## config.mk

```make
export PLATFORM = sky130hd
export DESIGN_NAME = fp_align_pipe
export DESIGN_NICKNAME = d
export VERILOG_FILES = /design/src/rtl/fp_align_pkg.sv /design/src/rtl/fp_align_shift.sv /design/src/rtl/fp_align_pipe.sv
export SDC_FILE = /design/constraint.sdc
export NUM_CORES = 1
export LEC_CHECK = 0
export ABC_AREA = 1
export CAP_MARGIN = 20
export CORE_MARGIN = 2
export CORE_UTILIZATION = 51
export CTS_BUF_LIST = sky130_fd_sc_hd__clkbuf_4
export DETAILED_ROUTE_END_ITERATION = 10
export GPL_ROUTABILITY_DRIVEN = 0
export GPL_TIMING_DRIVEN = 0
export HOLD_SLACK_MARGIN = 0.03
export PLACE_DENSITY_LB_ADDON = 0.1
export SETUP_SLACK_MARGIN = 0.15
export SYNTH_ARGS = -nofsm -noshare
export SYNTH_HDL_FRONTEND = slang
export SYNTH_HIERARCHICAL = 1
export SYNTH_SLANG_ARGS = --single-unit
```

## constraint.sdc

```tcl
create_clock -name clock -period 4 [get_ports clock]
set_clock_uncertainty 0.05 [all_clocks]
set_input_delay 0.6 -clock clock [delete_from_list [all_inputs] [get_ports clock]]
set_output_delay 0.6 -clock clock [all_outputs]
set_load 0.1 [all_outputs]
```

## src/rtl/fp_align_pkg.sv

```systemverilog
// Shared widths, operand/stage typedefs and width helper for the FP operand-alignment stage.
// Types here are the default-width views; the pipeline re-declares them at its parameter widths.
package fp_align_pkg;

    localparam int EXP_W_DEF = 8;
    localparam int MAN_W_DEF = 23;
    localparam int GRS_W_DEF = 3;

    // Significand width: hidden bit + stored mantissa + guard/round/sticky.
    function automatic int sig_w(input int man_w, input int grs_w);
        return man_w + 1 + grs_w;
    endfunction

    typedef struct packed {
        logic                 sign;
        logic [EXP_W_DEF-1:0] exp;
        logic [MAN_W_DEF-1:0] man;
    } fp_op_t;

    typedef struct packed {
        logic                           sign_a;
        logic                           sign_b;
        logic [EXP_W_DEF-1:0]           exp;
        logic [EXP_W_DEF:0]             diff;
        logic                           swap;
        logic                           special;
        logic [MAN_W_DEF+GRS_W_DEF:0]   sig_a;
        logic [MAN_W_DEF+GRS_W_DEF:0]   sig_b;
    } s1_t;

endpackage

```

## src/rtl/fp_align_shift.sv

```systemverilog
// Combinational right barrel shifter; shifted-out bits fold into bit 0 as sticky,
// and any shift of W or more collapses the operand to a single sticky bit.
module fp_align_shift #(
    parameter int W    = 27,
    parameter int SH_W = 9
) (
    input  logic [W-1:0]    sig_in,
    input  logic [SH_W-1:0] amount,
    output logic [W-1:0]    sig_out
);

    logic [W-1:0] lost_mask;

    always_comb begin
        lost_mask = ~({W{1'b1}} << amount);
        if (32'(amount) >= W)
            sig_out = {{(W-1){1'b0}}, |sig_in};
        else
            sig_out = (sig_in >> amount) | {{(W-1){1'b0}}, |(sig_in & lost_mask)};
    end

endmodule

```

## src/rtl/fp_align_pipe.sv

```systemverilog
// Two-stage operand alignment for the FP adder: S1 unpacks/compares, S2 shifts the smaller operand.
// Define FPALIGN_DENORM_EN to treat a zero exponent as a denormal (hidden bit 0, effective exponent 1).
module fp_align_pipe
    import fp_align_pkg::*;
#(
    parameter int EXP_W = EXP_W_DEF,
    parameter int MAN_W = MAN_W_DEF,
    parameter int GRS_W = GRS_W_DEF
) (
    input  logic                   clock,
    input  logic                   reset,
    input  logic                   in_valid,
    output logic                   in_ready,
    input  logic [EXP_W+MAN_W:0]   in_a,
    input  logic [EXP_W+MAN_W:0]   in_b,
    output logic                   out_valid,
    input  logic                   out_ready,
    output logic                   out_sign_a,
    output logic                   out_sign_b,
    output logic [EXP_W-1:0]       out_exp,
    output logic [MAN_W+GRS_W:0]   out_man_a,
    output logic [MAN_W+GRS_W:0]   out_man_b,
    output logic                   out_swap,
    output logic                   out_special
);

    localparam int SIG_W  = sig_w(MAN_W, GRS_W);
    localparam int STAGES = 2;

    typedef struct packed {
        logic             sign;
        logic [EXP_W-1:0] exp;
        logic [MAN_W-1:0] man;
    } op_t;

    typedef struct packed {
        logic             sign_a;
        logic             sign_b;
        logic [EXP_W-1:0] exp;
        logic [EXP_W:0]   diff;
        logic             swap;
        logic             special;
        logic [SIG_W-1:0] sig_a;
        logic [SIG_W-1:0] sig_b;
    } stage1_t;

    op_t              op_a, op_b;
    logic             hid_a, hid_b;
    logic [EXP_W:0]   eff_a, eff_b;
    stage1_t          s1_nxt, s1;
    logic [STAGES:1]  vld_pipe;
    logic             s1_rdy, s2_rdy;
    logic [SIG_W-1:0] shift_in, shift_out;

    assign op_a = op_t'(in_a);
    assign op_b = op_t'(in_b);

`ifdef FPALIGN_DENORM_EN
    assign hid_a = |op_a.exp;
    assign hid_b = |op_b.exp;
    assign eff_a = hid_a ? {1'b0, op_a.exp} : (EXP_W+1)'(1);
    assign eff_b = hid_b ? {1'b0, op_b.exp} : (EXP_W+1)'(1);
`else
    assign hid_a = 1'b1;
    assign hid_b = 1'b1;
    assign eff_a = {1'b0, op_a.exp};
    assign eff_b = {1'b0, op_b.exp};
`endif

    always_comb begin
        s1_nxt         = '0;
        s1_nxt.sign_a  = op_a.sign;
        s1_nxt.sign_b  = op_b.sign;
        s1_nxt.special = (&op_a.exp) | (&op_b.exp);
        s1_nxt.sig_a   = {hid_a, op_a.man, {GRS_W{1'b0}}};
        s1_nxt.sig_b   = {hid_b, op_b.man, {GRS_W{1'b0}}};
        // Ties keep A as the reference operand.
        s1_nxt.swap    = eff_b > eff_a;
        s1_nxt.diff    = s1_nxt.swap ? (eff_b - eff_a) : (eff_a - eff_b);
        s1_nxt.exp     = s1_nxt.swap ? eff_b[EXP_W-1:0] : eff_a[EXP_W-1:0];
    end

    assign s2_rdy    = !vld_pipe[2] || out_ready;
    assign s1_rdy    = !vld_pipe[1] || s2_rdy;
    assign in_ready  = s1_rdy;
    assign out_valid = vld_pipe[2];

    assign shift_in = s1.swap ? s1.sig_a : s1.sig_b;

    fp_align_shift #(.W(SIG_W), .SH_W(EXP_W+1)) u_shift (
        .sig_in  (shift_in),
        .amount  (s1.diff),
        .sig_out (shift_out)
    );

    always_ff @(posedge clock or posedge reset) begin
        if (reset) begin
            vld_pipe    <= '0;
            s1          <= '0;
            out_sign_a  <= 1'b0;
            out_sign_b  <= 1'b0;
            out_exp     <= '0;
            out_man_a   <= '0;
            out_man_b   <= '0;
            out_swap    <= 1'b0;
            out_special <= 1'b0;
        end else begin
            if (s1_rdy) begin
                vld_pipe[1] <= in_valid;
                if (in_valid) s1 <= s1_nxt;
            end
            if (s2_rdy) begin
                vld_pipe[2] <= vld_pipe[1];
                if (vld_pipe[1]) begin
                    out_sign_a  <= s1.sign_a;
                    out_sign_b  <= s1.sign_b;
                    out_exp     <= s1.exp;
                    out_man_a   <= s1.swap ? shift_out : s1.sig_a;
                    out_man_b   <= s1.swap ? s1.sig_b : shift_out;
                    out_swap    <= s1.swap;
                    out_special <= s1.special;
                end
            end
        end
    end

endmodule

```

==> out/qor.yml, run 1 <==
areaGrowthSynthToFinish_pct: 22.17
final_hold_viol_count: 0
final.setup.worst_slack_ns: 0.7248
end_kind: "register"
ys_seq_elements: 136
final_layout_size_suffix_gt1_share_pct: 8.267
dr.first_iter.drc_count: 1131
clkTransAtPathRegs_ns: 0.14
wire_length_of_the_first_global_routing_pass_mm: 46.43
avgSynthCellArea_um2: 6.766
detailroute.via_count: 9744
syn-cell-area_mm2: 0.009052
pin_count_of_the_biggest_net_entering_global_routing: 42
setup.worst_path.start_class: "register"
preCtsSetupSlack_ns: 0.8285
tritoncts_clock_tree: "done"
p_int_mw: 3.030
fin_tns_setup_ns: 0
port_buffers: 135
path_max_fanout: 10
path_class: "register to register"
worst-endpoint-required_ns: 4.46
cts-root-buf: "clkbuf_4"
floorplan.die.height_um: 137.2
place_area_mm2: 0.01076
share_of_synthesized_area_occupied_by_flip_flops_and_latches_pct: 37.60
vias_per_cell: 5.606
detail_route.first_pass.iterations: 7
total_global_route_track_usage_pct: 32.33
timing.final.crit_share_pct: 81.88
static_leakage_nw: 5.263
hp-class: "input pin to asynchronous set/reset pin"
post-dp-hpwl_mm: 23.17
detail_route.wl_per_cell_um: 17.07
report.power.total_mw: 6.938
slew_headroom_pct: 33.26
mostFrequentLayoutCell: "nand2_1"
drt_total_wl_mm: 29.66
power_frac_comb_pct: 59.2
p_switching_mw: 3.909
cts-htree-levels: 4
switching_share_pct: 56.33
share_seq_of_total_power_pct: 27.4
data_arrival_time_of_the_critical_path_ns: 3.73
finalCriticalPeriod_ns: 3.275
seqCellArea_mm2: 0.003403
worstSkewPairLatency_ns: 0.59
dieArea_mm2: 0.01883
floorplan.initialDensity_pct: 52.34
synthArstFlopShare_pct: 100.0
post_synthesis_cells: 1338
rsz_0062_raised_after_global_routing: "false"
fin_util_pct: 63.94
synth-main-ff-cell: "dfrtp_1"
pin_count: 136
max_clock_freq_mhz: 305.3
ir_worst_vdd_mv: 0.5992
layout.cells.most_common_list: "nand2_1, o21ai_0, dfrtp_1"
finalSetupViolations: 0
outcome: "finished clean"
grt_overflow: 0
maxCapViolations: 0
crit_chain: "buf_2, buf_2, buf_1, nand2_1, o21ai_0, inv_1, nor2_4, nand2_1, nand3_1, nand2_1, o21ai_0, o21ai_0, a21oi_1, inv_1, nand2_1, o21ai_0, o21ai_0"
yosysWarnings: 6
cts.sink_count: 136
count_of_flip_flops_with_a_built_in_enable_after_synthesis: 0
die-width_um: 137.2
final_cell_area_mm2: 0.01106
core-area_mm2: 0.01730
cts_resized: 0
number_of_clock_buffers_inserted_by_tritoncts: 17
clock_power_share_pct: 13.4
number_of_nets_at_the_end_of_the_flow: 1585
via_count_of_the_first_global_routing_pass: 8986
finalMaxSlewViolations: 0
multi_input_area_mm2: 0.004725
antenna_left: 0
hold_buffers: 0
fillCellCount: 1647
worstMarginPinSlew_ns: 0.9980
std_cell_rows: 48
clock_tree.buffer_depth: 2
drt_drc_violations_left: 0
synth.lib_cells_used.distinct: 45
grt_antenna_before_repair: 1
post_cts.repair.setup_buffers: 0
crit_path_top_delay_cell: "dfrtp_1"
power_per_cell_area_mw_per_mm2: 627.3
worst_path_largest_cell_delay_ns: 0.38
crit_path_frequent_cell: "o21ai_0"
[final timing paths]
check	start	slack [ns]	endpoint	depth (start not counted)
max reg2reg	s1[55]$_DFFE_PP0P_	0.72	out_man_a[6]$_DFFE_PP0P_	17
min in group clock	s1[58]$_DFFE_PP0P_	0.44	s1[58]$_DFFE_PP0P_	2
min	reset	0.42	vld_pipe[1]$_DFFE_PP0N_	2
min reg2reg	s1[58]$_DFFE_PP0P_	0.44	s1[58]$_DFFE_PP0P_	2
max	s1[55]$_DFFE_PP0P_	0.72	out_man_a[6]$_DFFE_PP0P_	17
max in group asynchronous	reset	2.60	s1[3]$_DFFE_PP0P_	4
[Yosys cell counts, drive strengths merged, types with 2 or more instances]
master / count / area (um2)
buf: 49 / 301.5
ha: 16 / 200.2
nor3: 7 / 40.04
nand4: 9 / 62.56
o21ai: 205 / 1041
nor4: 4 / 25.02
nand3: 133 / 695.7
dfrtp: 136 / 3403
or2: 2 / 12.52
clkbuf: 32 / 120.1
a21oi: 21 / 108.9
xor2: 5 / 43.79
a31oi: 3 / 18.77
nor2: 52 / 286.5
o211ai: 19 / 152.6
inv: 138 / 518.0
fa: 2 / 40.04
nand2: 494 / 1902
o31ai: 3 / 22.52
[flip-flops by register name (all words and copies together) (netlist names)]
register,flops
out_exp,8
out_man_a,27
out_man_b,27
out_sign_a,1
out_sign_b,1
out_special,1
out_swap,1
s1,68
vld_pipe,2
[worst max-delay path: cells and delay by family (launching register included)]
family / cells / cell delay (ns)
buf+inv: 5 / 1.03
compound gates: 6 / 1.22
simple gates: 6 / 0.53
flops: 1 / 0.38
[stage by stage]
stage               hold slack [ns]  std cells
CTS                          0.4135       1737
global route                 0.4631       1738
finish                       0.4166       1738
global placement             0.4069       1702
floorplan                    0.3926       1342
detailed placement           0.4146       1705
[logic make-up after synthesis]
| logic type | share of synthesized area [%] |
|---|---|
| other cells | 0.04143 |
| fa+ha+maj | 2.654 |
| xor+xnor | 0.4837 |
| compound gates | 15.29 |
| simple gates | 33.56 |
| flops | 37.59 |
| buf+inv | 10.38 |
[routing by layer]
metal / share of wire [%] / global-route usage [%]
met1: 42 / 43.41
met2: 44 / 48.92
met3: 8.5 / 6.107
met4: 5.7 / 18.67
met5: 0 / 0
[power by group through the flow]
stage / logic, mW / registers (mW) / clock network, mW
floorplan: 1.43 / 3.45 / 0
global placement: 4.01 / 1.93 / 0
detailed placement: 4.05 / 1.93 / 0
CTS: 4.06 / 1.90 / 0.946
global route: 4.35 / 1.94 / 1.01
finish: 4.10 / 1.90 / 0.930
[final cells by class]
cell class	instances	share of cell area, %
multi-input combinational	987	42.72
buffer	81	3.813
clock buffer	17	1.154
sequential	136	30.77
inverter	138	4.718
tap	225	2.546
antenna	1	0.02263
timing repair buffer	138	12.76
clock inverter	15	1.493
Note: power is estimated with default switching activity, not from simulation.
==> inputs of run 2 (changes only) <==
CORE_UTILIZATION = 57   (was 51)
clock period = 3.05 ns   (was 4 ns; I/O delays follow)
==> run 2 against run 1 <==
Net effect:
- non-clock buffer count is the same
- via count up 2.1%
- utilization increased by 7.0 points
- wire length is 1.1% lower
- hold slack got worse by 0.17 ns
- power rose by 32%
- largest power group unchanged
- combinational power up 33%
- sequential share of layout area is 0.26 points lower
- clock power increased by 29%
- sequential power up 32%
- setup slack lost 0.51 ns
==> out/qor.yml, run 2 (synthesized netlist as in run 1, its figures left out) <==
antenna_left: 0  # unchanged
final_hold_viol_count: 0  # unchanged
finalMaxSlewViolations: 0  # unchanged
detailroute.via_count: 9948  # was 9744
wire_length_of_the_first_global_routing_pass_mm: 46.13  # was 46.43 mm
clock_tree.buffer_depth: 2  # unchanged
setup.worst_path.start_class: "register"  # unchanged
grt_antenna_before_repair: 1  # unchanged
number_of_nets_at_the_end_of_the_flow: 1585  # unchanged
max_clock_freq_mhz: 352.8  # was 305.3 MHz
rsz_0062_raised_after_global_routing: "true"  # was false
layout.cells.most_common_list: "nand2_1, o21ai_0, dfrtp_1"  # unchanged
worstMarginPinSlew_ns: 0.9922  # was 0.9980 ns
detail_route.wl_per_cell_um: 16.95  # was 17.07 um
slew_headroom_pct: 33.64  # was 33.26%
drt_total_wl_mm: 29.33  # was 29.66 mm
cts.sink_count: 136  # unchanged
top_register: "s1"  # unchanged
grt_overflow: 0  # unchanged
largest_reg_flops: 68  # unchanged
drt_drc_violations_left: 0  # unchanged
report.power.total_mw: 9.163  # was 6.938 mW
die-width_um: 130.0  # was 137.2 um
final.setup.worst_slack_ns: 0.2156  # was 0.7248 ns
worst-endpoint-required_ns: 3.54  # was 4.46 ns
setup.reg_to_reg.worst_slack_ns: 0.22  # was 0.72 ns
static_leakage_nw: 5.303  # was 5.263 nW
core-area_mm2: 0.01571  # was 0.01730 mm2
hp-class: "input pin to asynchronous set/reset pin"  # unchanged
pin_count_of_the_biggest_net_entering_global_routing: 44  # was 42
largest_registers: "s1 (68), out_man_a (27), out_man_b (27)"  # unchanged
end_kind: "register"  # unchanged
outcome: "finished clean"  # unchanged
multi_input_area_mm2: 0.004816  # was 0.004725 mm2
cts-htree-levels: 4  # unchanged
final_layout_size_suffix_gt1_share_pct: 10.05  # was 8.267%
dr.first_iter.drc_count: 1151  # was 1131
data_arrival_time_of_the_critical_path_ns: 3.32  # was 3.73 ns
floorplan.initialDensity_pct: 57.61  # was 52.34%
total_global_route_track_usage_pct: 35.45  # was 32.33%
std_cell_rows: 46  # was 48
path_max_fanout: 10  # unchanged
via_count_of_the_first_global_routing_pass: 9258  # was 8986
power_per_cell_area_mw_per_mm2: 821.6  # was 627.3 mW/mm2
post-dp-hpwl_mm: 22.82  # was 23.17 mm
seqCellArea_mm2: 0.003403  # unchanged
mostFrequentLayoutCell: "nand2_1"  # unchanged
floorplan.die.height_um: 130.0  # was 137.2 um
ir_worst_vdd_mv: 0.7459  # was 0.5992 mV
clkTransAtPathRegs_ns: 0.14  # about the same
detail_route.first_pass.iterations: 7  # unchanged
fin_util_pct: 70.98  # was 63.94%
path_class: "register to register"  # unchanged
dieArea_mm2: 0.01691  # was 0.01883 mm2
finalCriticalPeriod_ns: 2.834  # was 3.275 ns
cts-root-buf: "clkbuf_4"  # unchanged
vias_per_cell: 5.750  # was 5.606
worstSkewPairLatency_ns: 0.58  # was 0.59 ns
tritoncts_clock_tree: "done"  # unchanged
fillCellCount: 1357  # was 1647
finalSetupViolations: 0  # unchanged
maxCapViolations: 0  # unchanged
pin_count: 136  # unchanged
areaGrowthSynthToFinish_pct: 23.21  # was 22.17%
hold-worst-slack_ns: 0.2457  # was 0.4166 ns
preCtsSetupSlack_ns: -0.1531  # was 0.8285 ns
timing.final.crit_share_pct: 92.93  # was 81.88%
port_buffers: 135  # unchanged
number_of_clock_buffers_inserted_by_tritoncts: 17  # unchanged
run 2: cell types whose count changed in the layout (fill, tap and decap cells not counted), sizes merged:
| cell | delta |
|---|---|
| clkinv | -3 |
| clkinvlp | +1 |
| diode | +1 |
| inv | +2 |
run 2: per-layer routing:
metal / vias to the layer above / share of wire [%] / global-route usage, %
met5: - / 0 / 0
met1: 4540 / 39 / 45.76
met2: 646 / 46 / 57.16
li1: 4635 / - / -
met3: 127 / 9.9 / 6.437
met4: 0 / 5.3 / 18.72
run 2: report_power, final:
| part | internal (mW) | switching (mW) |
|---|---|---|
| Combinational | 1.34 | 4.12 |
| Sequential | 2.22 | 0.273 |
| Clock | 0.436 | 0.767 |
| Total | 4.00 | 5.16 |
run 2: through the flow:
stage	TNS [ns]	cell area [um2]	instances
finish	0	11150	1730
global route	0	11150	1730
CTS	0	11080	1728
detailed placement	-0.8971	10760	1696
global placement	-40.98	10700	1693
floorplan	0	9076	1342
run 2: worst max-delay path, cell delays in order, from the launching register on:
cell      delay (ns)
dfrtp_1         0.41
clkbuf_4        0.20
buf_4           0.19
buf_4           0.19
nand2_1         0.08
o21ai_1         0.23
nand2_1         0.10
nand2_1         0.07
nand2_1         0.09
o21ai_1         0.17
o21ai_0         0.16
o22ai_1         0.22
and2_1          0.26
nand2_1         0.07
o21ai_0         0.12
nand2_1         0.09
nand2_1         0.08
run 2: cell type report:
cell class / count / area share (%)
buffer: 81 / 3.949
sequential: 136 / 30.51
clock buffer: 17 / 1.144
clock inverter: 15 / 1.414
timing repair buffer: 138 / 12.65
multi-input combinational: 987 / 43.18
tap: 216 / 2.423
antenna: 2 / 0.04487
inverter: 138 / 4.678
run 2: repair_timing:
item                       in CTS  in global routing
resized for setup              20                 41
hold endpoints to repair        0                  0
setup endpoints to repair      36                 39
setup buffers                   0                  0
hold buffers                    0                  0
run 2: worst paths after layout:
kind / startpoint / to / cells after the start
max: s1[55]$_DFFE_PP0P_ / out_man_a[18]$_DFFE_PP0P_ / 16
min: reset / out_man_a[16]$_DFFE_PP0P_ / 2
max reg2reg: s1[55]$_DFFE_PP0P_ / out_man_a[18]$_DFFE_PP0P_ / 16
min reg2reg: s1[58]$_DFFE_PP0P_ / s1[58]$_DFFE_PP0P_ / 2
max in group asynchronous: reset / out_man_b[12]$_DFFE_PP0P_ / 4
min in group clock: in_a[7] / s1[37]$_DFFE_PP0P_ / 3
==> inputs of run 3 (changes only) <==
CORE_UTILIZATION = 67   (was 57)
CTS_CLUSTER_DIAMETER = 50   (was unset)
DONT_BUFFER_PORTS = 1   (was unset)
==> run 3 against run 2 <==
Net effect:
- maximum frequency decreased by 1.1%
- global-route usage increased by 7.0 points
- sequential share of layout area increased by 2.6 points
- clock power increased by 6%
- register-to-register slack got worse by 0.03 ns
- setup slack got worse by 0.032 ns
- sequential power increased by 84%
- combinational power decreased by 48%
- power decreased by 5.1%
- largest cell class unchanged
- critical endpoint is now out_man_b[0]$_DFFE_PP0P_
==> out/qor.yml, run 3 (synthesized netlist as in run 1, its figures left out) <==
drt_total_wl_mm: 30.22  # was 29.33 mm
report.power.total_mw: 8.695  # was 9.163 mW
areaGrowthSynthToFinish_pct: 13.66  # was 23.21%
maxCapViolations: 0  # unchanged
largest_reg_flops: 68  # unchanged
detailroute.via_count: 9876  # was 9948
std_cell_rows: 42  # was 46
number_of_nets_at_the_end_of_the_flow: 1500  # was 1585
cts.sink_count: 136  # unchanged
via_count_of_the_first_global_routing_pass: 9385  # was 9258
worst_path_largest_cell_delay_ns: 0.41  # about the same
data_arrival_time_of_the_critical_path_ns: 3.26  # was 3.32 ns
floorplan.die.height_um: 120.2  # was 130.0 um
worst_r2r_startpoint: "s1[55]$_DFFE_PP0P_"  # unchanged
timing.final.crit_share_pct: 93.99  # was 92.93%
hold-worst-slack_ns: 0.09629  # was 0.2457 ns
setup.reg_to_reg.worst_slack_ns: 0.18  # was 0.22 ns
cp_top_family: "simple AND/OR/NAND/NOR gates"  # was compound AO/OA/AOI/OAI gates
drt_drc_violations_left: 0  # unchanged
layout.cells.most_common_list: "nand2_1, o21ai_0, dfrtp_1"  # unchanged
setup.worst_path.start_class: "register"  # unchanged
final_cell_area_mm2: 0.01029  # was 0.01115 mm2
antenna_left: 0  # unchanged
finalSetupViolations: 0  # unchanged
fin_tns_setup_ns: 0  # unchanged
finalCriticalPeriod_ns: 2.867  # was 2.834 ns
path_max_fanout: 10  # unchanged
core-area_mm2: 0.01324  # was 0.01571 mm2
detail_route.wl_per_cell_um: 18.84  # was 16.95 um
clkTransAtPathRegs_ns: 0.14  # about the same
largest_registers: "s1 (68), out_man_a (27), out_man_b (27)"  # unchanged
port_buffers: 0  # was 135
crit_path_top_delay_cell: "dfrtp_1"  # unchanged
grt_overflow: 0  # unchanged
ff2ff_path_depth: 15  # was 16
cts-root-buf: "clkbuf_4"  # unchanged
final_hold_viol_count: 0  # unchanged
post-dp-hpwl_mm: 21.77  # was 22.82 mm
end_kind: "register"  # unchanged
number_of_clock_buffers_inserted_by_tritoncts: 17  # unchanged
total_global_route_track_usage_pct: 42.42  # was 35.45%
mostFrequentLayoutCell: "nand2_1"  # unchanged
pin_count_of_the_biggest_net_entering_global_routing: 41  # was 44
dieArea_mm2: 0.01446  # was 0.01691 mm2
rsz_0062_raised_after_global_routing: "true"  # unchanged
tritoncts_clock_tree: "done"  # unchanged
final.setup.worst_slack_ns: 0.1832  # was 0.2156 ns
max_clock_freq_mhz: 348.8  # was 352.8 MHz
finalNonFillerCells: 1604  # was 1730
fillCellCount: 993  # was 1357
wire_length_of_the_first_global_routing_pass_mm: 47.88  # was 46.13 mm
floorplan.initialDensity_pct: 68.36  # was 57.61%
ir_worst_vdd_mv: 0.7579  # was 0.7459 mV
power_per_cell_area_mw_per_mm2: 845.1  # was 821.6 mW/mm2
fin_util_pct: 77.69  # was 70.98%
static_leakage_nw: 5.029  # was 5.303 nW
crit-reg2reg-capture: "out_man_b[0]$_DFFE_PP0P_"  # was out_man_a[18]$_DFFE_PP0P_
grt_antenna_before_repair: 1  # unchanged
finalMaxSlewViolations: 0  # unchanged
hp-class: "input pin to register"  # was input pin to asynchronous set/reset pin
worst-endpoint-required_ns: 3.44  # was 3.54 ns
pin_count: 136  # unchanged
slew_headroom_pct: 36.34  # was 33.64%
detail_route.first_pass.iterations: 9  # was 7
place_area_mm2: 0.009356  # was 0.01076 mm2
outcome: "finished clean"  # unchanged
worstMarginPinSlew_ns: 0.9549  # was 0.9922 ns
die-width_um: 120.2  # was 130.0 um
worstHoldPathCells: 3
vias_per_cell: 6.157  # was 5.750
cts-htree-levels: 4  # unchanged
dp_cells: 1521  # was 1696
crit_path_frequent_cell: "nand3_1"  # was nand2_1
top_register: "s1"  # unchanged
dr.first_iter.drc_count: 1509  # was 1151
min_to: "vld_pipe[2]$_DFFE_PP0P_"
final_layout_size_suffix_gt1_share_pct: 10.79  # was 10.05%
worstSkewPairLatency_ns: 0.56  # was 0.58 ns
worstHoldStart: "out_ready"
path_class: "register to register"  # unchanged
clock_tree.buffer_depth: 2  # unchanged
crit_chain: "clkbuf_4, clkbuf_2, o21ai_2, inv_1, nor2_4, nand2_1, nand3_1, nand3_1, nand3_1, nand3_1, nand2_1, inv_1, nand3_1, inv_1, o31ai_1"  # was clkbuf_4, buf_4, buf_4, nand2_1, o21ai_1, nand2_1, nand2_1, nand2_1, o21ai_1, o21ai_0, o22ai_1, and2_1, nand2_1, o21ai_0, nand2_1, nand2_1
preCtsSetupSlack_ns: -0.2983  # was -0.1531 ns
cp.buffers_inverters: 5  # was 3
-- run 3: what timing repair did --
action	in CTS	in global routing
endpoints found under the hold margin	80	0
gates resized for setup	26	46
hold buffers	49	0
pin swaps	0	2
buffers inserted	0	1
endpoints found under the setup margin	103	52
-- run 3: final cells by class --
cell class                 instances  area, um2  share of cell area [%]
sequential                       136       3405                   33.09
multi-input combinational        987       4838                   47.03
buffer                            81      447.9                   4.354
antenna                            1      2.502                 0.02432
clock buffer                      18      135.1                   1.313
clock inverter                    14      160.2                   1.557
timing repair buffer              53      558.0                   5.424
inverter                         138      521.8                   5.071
tap                              176      220.2                   2.140
-- run 3: worst register-to-register path: cells and delay by family, from the launching register on --
kind | cells | cell delay [ns]
simple gates | 8 | 0.87
flops | 1 | 0.41
buf+inv | 5 | 0.74
compound gates | 2 | 0.68
-- run 3: how the worst max path moves through the flow --
stage / start / endpoint / slack [ns] / depth (start not counted)
4_1_cts: s1[55]$_DFFE_PP0P_ / out_man_a[6]$_DFFE_PP0P_ / 0.15 / 17
5_1_grt: s1[55]$_DFFE_PP0P_ / out_man_a[5]$_DFFE_PP0P_ / 0.13 / 16
6_report: s1[55]$_DFFE_PP0P_ / out_man_b[0]$_DFFE_PP0P_ / 0.18 / 15
3_5_place_dp: vld_pipe[2]$_DFFE_PP0P_ / s1[19]$_DFFE_PP0P_ / -0.30 / 6
3_3_place_gp: vld_pipe[2]$_DFFE_PP0P_ / s1[72]$_DFFE_PP0P_ / -0.25 / 7
2_1_floorplan: vld_pipe[2]$_DFFE_PP0P_ / s1[69]$_DFFE_PP0P_ / 0.25 / 7
-- run 3: where the power goes --
group | leakage, nW | switching, mW | internal [mW] | total, mW
combinational | 3.18 | 1.95 | 0.871 | 2.82
clock | 0.155 | 0.749 | 0.517 | 1.27
sequential | 1.69 | 2.43 | 2.18 | 4.61
total | 5.03 | 5.13 | 3.56 | 8.70
-- run 3: metal layers --
| layer | GRT usage [%] | wire, um | vias to the layer above |
|---|---|---|---|
| met2 | 67.01 | 13670 | 789 |
| met1 | 53.65 | 10820 | 4459 |
| met5 | 0 | 0 | - |
| met3 | 9.528 | 3691 | 164 |
| met4 | 25.15 | 2032 | 0 |
| li1 | - | - | 4464 |
